**src/rtl/l2_cacheline_adaptor_pkg.sv**
```systemverilog
// ----------------------------------------------------------------------------
// l2_cacheline_adaptor_pkg
//   Shared types and sizes for the L2 <-> physical-memory line adaptor.
//   Line is 256 bits. A memory beat is 64 bits, so one line is 4 beats.
//   The line address is aligned to 32 bytes.
// ----------------------------------------------------------------------------
package l2_cacheline_adaptor_pkg;

    localparam int S_LINE      = 256;
    localparam int S_BURST     = 64;
    localparam int S_OFFSET    = 5;
    localparam int LLC_BEATS   = S_LINE / S_BURST;
    localparam int TIMEOUT_CYC = 1024;

    typedef logic [S_BURST-1:0] llc_burst_t;
    typedef logic [S_LINE-1:0]  llc_cacheline_t;

    typedef enum logic [1:0] {
        IDLE,
        READ,
        WRITE,
        DONE
    } adaptor_state_t;

    // Clear the byte-offset bits so memory always sees the line base address.
    function automatic logic [31:0] line_addr(input logic [31:0] a);
        return {a[31:S_OFFSET], {S_OFFSET{1'b0}}};
    endfunction

endpackage

```
**src/rtl/l2_cacheline_adaptor.sv**
```systemverilog
// ----------------------------------------------------------------------------
// l2_cacheline_adaptor
//   Sits between the L2 pmem port and physical memory. A single 256-bit line
//   transfer is split into four 64-bit beats. On a fill, read beats are
//   reassembled into a 256-bit line. Only one transaction is in flight at a
//   time. The L2 holds its request until it sees resp_o.
//
//   Ports
//     clk, rst       clock; synchronous active-high reset
//     line_i         writeback line from L2
//     line_o         assembled fill line to L2 (holds until the next fill)
//     address_i      line address from L2
//     read_i/write_i L2 fill / writeback request, held until resp_o
//     resp_o         one-cycle completion pulse to L2
//     burst_i        read beat from memory
//     burst_o        write beat to memory
//     address_o      registered line-aligned address to memory
//     read_o/write_o memory read / write request
//     resp_i         memory beat strobe (one per beat, gaps allowed)
//     timeout_o      sticky watchdog flag
//
//   Configuration
//     L2_ADAPTOR_TIMEOUT_EN  enables a watchdog. When a burst stalls for
//                            TIMEOUT_CYC cycles, the watchdog forces
//                            completion and sets timeout_o. Without the
//                            macro, timeout_o is tied 0 and the block waits
//                            indefinitely.
// ----------------------------------------------------------------------------
module l2_cacheline_adaptor
    import l2_cacheline_adaptor_pkg::*;
(
    input  logic          clk,
    input  logic          rst,
    input  logic [255:0]  line_i,
    output logic [255:0]  line_o,
    input  logic [31:0]   address_i,
    input  logic          read_i,
    input  logic          write_i,
    output logic          resp_o,
    input  logic [63:0]   burst_i,
    output logic [63:0]   burst_o,
    output logic [31:0]   address_o,
    output logic          read_o,
    output logic          write_o,
    input  logic          resp_i,
    output logic          timeout_o
);

    adaptor_state_t                 r_state;
    logic [1:0]                     r_cnt;
    llc_burst_t [LLC_BEATS-1:0]     r_line;   // fill line, indexed by beat
    llc_burst_t [LLC_BEATS-1:0]     r_wbuf;   // latched writeback line
    llc_burst_t                     r_burst;
    logic [31:0]                    r_addr;
    logic                           r_read;
    logic                           r_write;
    logic                           r_resp;
    logic                           w_last;
    logic                           w_wdog_fire;

    assign w_last = (r_cnt == 2'(LLC_BEATS - 1));

`ifdef L2_ADAPTOR_TIMEOUT_EN
    logic [9:0] r_wdog;
    logic       r_timeout;

    // The watchdog restarts on every beat and on burst entry. It fires on
    // the TIMEOUT_CYC-th consecutive cycle without a beat.
    assign w_wdog_fire = (r_state == READ || r_state == WRITE) && !resp_i &&
                         (r_wdog == 10'(TIMEOUT_CYC - 1));

    always_ff @(posedge clk) begin
        if (rst) begin
            r_wdog    <= '0;
            r_timeout <= 1'b0;
        end else begin
            if ((r_state == READ || r_state == WRITE) && !resp_i)
                r_wdog <= r_wdog + 10'd1;
            else
                r_wdog <= '0;
            if (w_wdog_fire)
                r_timeout <= 1'b1;
        end
    end

    assign timeout_o = r_timeout;
`else
    assign w_wdog_fire = 1'b0;
    assign timeout_o   = 1'b0;
`endif

    always_ff @(posedge clk) begin
        if (rst) begin
            r_state <= IDLE;
            r_cnt   <= '0;
            r_line  <= '0;
            r_wbuf  <= '0;
            r_burst <= '0;
            r_addr  <= '0;
            r_read  <= 1'b0;
            r_write <= 1'b0;
            r_resp  <= 1'b0;
        end else begin
            r_resp <= 1'b0;
            case (r_state)
                IDLE: begin
                    // On a simultaneous request, the writeback goes first.
                    // The L2 keeps read_i high, and the read is taken on a
                    // later IDLE cycle.
                    if (write_i) begin
                        r_wbuf  <= line_i;
                        r_burst <= line_i[63:0];
                        r_addr  <= line_addr(address_i);
                        r_cnt   <= '0;
                        r_write <= 1'b1;
                        r_state <= WRITE;
                    end else if (read_i) begin
                        r_addr  <= line_addr(address_i);
                        r_cnt   <= '0;
                        r_read  <= 1'b1;
                        r_state <= READ;
                    end
                end
                READ: begin
                    if (resp_i) begin
                        r_line[r_cnt] <= burst_i;
                        r_cnt         <= r_cnt + 2'd1;
                        if (w_last) begin
                            r_read  <= 1'b0;
                            r_resp  <= 1'b1;
                            r_state <= DONE;
                        end
                    end else if (w_wdog_fire) begin
                        r_read  <= 1'b0;
                        r_resp  <= 1'b1;
                        r_cnt   <= '0;
                        r_state <= DONE;
                    end
                end
                WRITE: begin
                    if (resp_i) begin
                        // Preload the next beat so burst_o is valid for the
                        // next strobe.
                        r_burst <= r_wbuf[r_cnt + 2'd1];
                        r_cnt   <= r_cnt + 2'd1;
                        if (w_last) begin
                            r_write <= 1'b0;
                            r_resp  <= 1'b1;
                            r_state <= DONE;
                        end
                    end else if (w_wdog_fire) begin
                        r_write <= 1'b0;
                        r_resp  <= 1'b1;
                        r_cnt   <= '0;
                        r_state <= DONE;
                    end
                end
                DONE: begin
                    // resp_o is high only in this state. The following IDLE
                    // cycle lets the L2 drop a request that has already been
                    // serviced.
                    r_state <= IDLE;
                end
                default: r_state <= IDLE;
            endcase
        end
    end

    assign line_o    = r_line;
    assign burst_o   = r_burst;
    assign address_o = r_addr;
    assign read_o    = r_read;
    assign write_o   = r_write;
    assign resp_o    = r_resp;

endmodule

```
**config.mk**
```make
export PLATFORM = sky130hd
export DESIGN_NAME = l2_cacheline_adaptor
export DESIGN_NICKNAME = d
export VERILOG_FILES = /design/src/rtl/l2_cacheline_adaptor_pkg.sv /design/src/rtl/l2_cacheline_adaptor.sv
export SDC_FILE = /design/constraint.sdc
export NUM_CORES = 1
export LEC_CHECK = 0
export ABC_AREA = 1
export CAP_MARGIN = 0
export CORE_AREA = 2 2 281 283
export CTS_CLUSTER_DIAMETER = 40
export CTS_CLUSTER_SIZE = 24
export DETAILED_ROUTE_END_ITERATION = 6
export DIE_AREA = 0 0 283 285
export PLACE_DENSITY_LB_ADDON = 0.2
export SKIP_CTS_REPAIR_TIMING = 1
export SLEW_MARGIN = 20
export SYNTH_ARGS = -nofsm -noshare
export SYNTH_HDL_FRONTEND = slang
export SYNTH_SLANG_ARGS = --single-unit
```
**constraint.sdc**
```tcl
create_clock -name clk -period 4.2 [get_ports clk]
set_clock_uncertainty 0.15 [all_clocks]
set_input_delay 0.84 -clock clk [delete_from_list [all_inputs] [get_ports clk]]
set_output_delay 0.84 -clock clk [all_outputs]
set_load 0.005 [all_outputs]
```
==> results.json <==
{
  "clk_pin_slew_ns": 0.05,
  "clk_path_buf_depth": 3,
  "io_pins": 713,
  "crit_required_ns": 4.65,
  "end_kind": "flop",
  "drc": 0,
  "hp-class": "flop to flop",
  "p_int_mw": 15.6,
  "grt_pass1_wl_mm": 135,
  "arrival_ns": 3.25,
  "hpwlAfterDp_mm": 61.8,
  "gr-total-overflow": 0,
  "ys_seq_elements": 610,
  "dpl_cell_area_um2": 32100,
  "clk_root_buffer_cell": "clkbuf_16",
  "fmax_mhz": 357,
  "rsz0062_at_grt": "no",
  "critPathLaunchType": "flop",
  "place_congestion": 0.852,
  "placed_cells": 4932,
  "synth_edf_count": 0,
  "critPathKind": "flop to flop",
  "peakVddDrop_mv": 0.339,
  "async_flop_share_pct": 0,
  "ys_types": 21,
  "pwr-share-comb_pct": 30.3,
  "layout.cells.non_filler": 5140,
  "final_area_um2": 36000,
  "critPathMaxFanout": 53,
  "p_per_area_nw_per_um2": 662,
  "yosysMostFrequentCell": "dfxtp_1",
  "synthDominantCellAreaShare_pct": 50.0,
  "port_buffers": 701,
  "grt_max_degree": 99,
  "cts-buffers-inserted": 106,
  "dr.pass1.iters": 6,
  "drt_wl_total_mm": 89.7,
  "die_area_um2": 80700,
  "nNetsFinal": 4357,
  "synthToLayoutAreaGrowth_pct": 47.3,
  "setup_violations": 0,
  "filler_cell_count": 7897,
  "rows": 103,
  "yosysSeqAreaShare_pct": 50.0,
  "die_y_um": 285,
  "finalSetupTns_ns": 0,
  "drv_cap": 0,
  "slew-limit-headroom_pct": 38.3,
  "yosys-top-cells-area": "dfxtp_1 (50%), o21ai_0 (11%), nor2_1 (8.8%)",
  "final_util_pct": 46.1,
  "tightest_slew_ns": 0.925,
  "p_clk_share_pct": 37.8,
  "drtIter0Drc": 1261,
  "p_leak_nw": 13.9,
  "core-area_um2": 78000,
  "clock-sinks": 610,
  "pwr-share-seq_pct": 31.9,
  "track_usage_pct": 21.5,
  "synth_warnings": 0,
  "wl_per_cell_um": 17.5,
  "num_vias": 23195,
  "synth_commonest_cells": "dfxtp_1 (610), nor2_1 (574), o21ai_0 (535), nand2_1 (410), inv_1 (391)",
  "switching_share_pct": 34.5,
  "chipWidth_um": 283,
  "vias_per_cell": 4.51,
  "period_share_pct": 66.7,
  "status": "finished clean",
  "synth_cells": 3396,
  "drtAntennaViolNets": 0,
  "drive_gt1_share_pct": 5.96,
  "insertion_delay_ns": 0.65,
  "synth_top_cell_by_area": "dfxtp_1",
  "grt_pass1_vias": 21701,
  "start_util_pct": 31.3,
  "ys.flop_type": "dfxtp_1",
  "drv_slew": 0,
  "tritoncts": "yes",
  "p_sw_mw": 8.22,
  "fin_crit_ns": 2.80,
  "cts_htree_levels": 3,
  "avgSynthCellArea_um2": 7.19,
  "syn-cell-area_um2": 24400,
  "hold_viol": 0,
  "antenna_found_initial": 27
}
## path summary, 6_finish.rpt
kind	startpoint	depth (start not counted)	endpoint	slack (ns)
min	line_o[251]	2	line_o[251]	0.29
min reg2reg	line_o[251]	2	line_o[251]	0.29
max	r_cnt[0]	7	burst_o[0]	1.40
max reg2reg	r_cnt[0]	7	burst_o[0]	1.40
## per-stage QoR
step	total power, mW	worst slack, ns	hold WS [ns]
2_1_floorplan	11.8	2.06	0.290
3_3_place_gp	15.0	0.795	0.280
3_5_place_dp	15.0	0.738	0.283
4_1_cts	24.1	1.30	0.291
5_1_grt	25.3	1.16	0.302
6_report	23.8	1.40	0.288
## placed cells by master, fill, tap and decap left out, types with 8 or more instances in the layout
master,synthesis,layout
o21ai_0,535,535
nand2_1,410,410
clkbuf_8,0,13
nand3_1,201,197
clkbuf_16,0,106
a21oi_1,387,387
bufinv_16,0,13
nor2_1,574,574
clkinv_4,0,9
clkinvlp_4,0,12
clkinv_2,0,17
clkbuf_1,138,10
inv_1,391,391
buf_12,0,13
ha_1,10,8
dfxtp_1,610,609
diode_2,0,11
clkdlybuf4s50_1,0,701
buf_4,13,25
## power by group through the flow
| stage | sequential (mW) | combinational (mW) | clock, mW |
|---|---|---|---|
| 5_1_grt | 7.75 | 8.11 | 9.43 |
| 6_report | 7.60 | 7.22 | 8.99 |
| 3_5_place_dp | 7.71 | 7.32 | 0 |
| 4_1_cts | 7.61 | 7.36 | 9.17 |
| 3_3_place_gp | 7.68 | 7.30 | 0 |
| 2_1_floorplan | 7.64 | 4.19 | 0 |
## layer usage
| metal | share of wire [%] | up-vias | GRT usage, % |
|---|---|---|---|
| li1 | - | 12027 | - |
| met1 | 43 | 10361 | 26.8 |
| met2 | 47 | 646 | 35.8 |
| met3 | 7.5 | 135 | 6.43 |
| met4 | 1.8 | 26 | 6.18 |
| met5 | 0.18 | - | 0 |
## final cells by class
type	count	area, µm²	area share [%]
Antenna cell	11	27.5	0.0766
Clock buffer	129	2870	7.98
Clock inverter	68	921	2.56
Inverter	399	1520	4.21
Multi-Input combinational cell	2134	9620	26.8
Sequential cell	610	12200	34.0
Tap cell	1050	1310	3.65
Timing Repair Buffer	739	7460	20.8
## cells by family after synthesis
| group | count (synthesis) | synth area share [%] |
|---|---|---|
| buffers and inverters | 657 | 11.0 |
| adder cells (fa/ha/maj) | 10 | 0.513 |
| other | 1 | 0.0154 |
| flip-flops | 610 | 50.0 |
| AO/OA/AOI/OAI | 930 | 19.1 |
| AND/OR/NAND/NOR | 1188 | 19.4 |
## flip-flops by register name (all words and copies together) (netlist names)
| name | cells |
|---|---|
| r_cnt | 2 |
| write_o | 1 |
| read_o | 1 |
| address_o | 27 |
| burst_o | 64 |
| resp_o | 1 |
| line_o | 256 |
| r_wbuf | 256 |
| r_state | 2 |
## critical path, cell delays in order, from the launching register on
cell	delay (ns)
dfxtp_4	0.36
inv_4	0.31
buf_4	0.60
buf_4	0.67
nand2_1	0.29
nand3_1	0.14
nand3_1	0.08
a21oi_1	0.13
(Power assumes the default switching activity.)
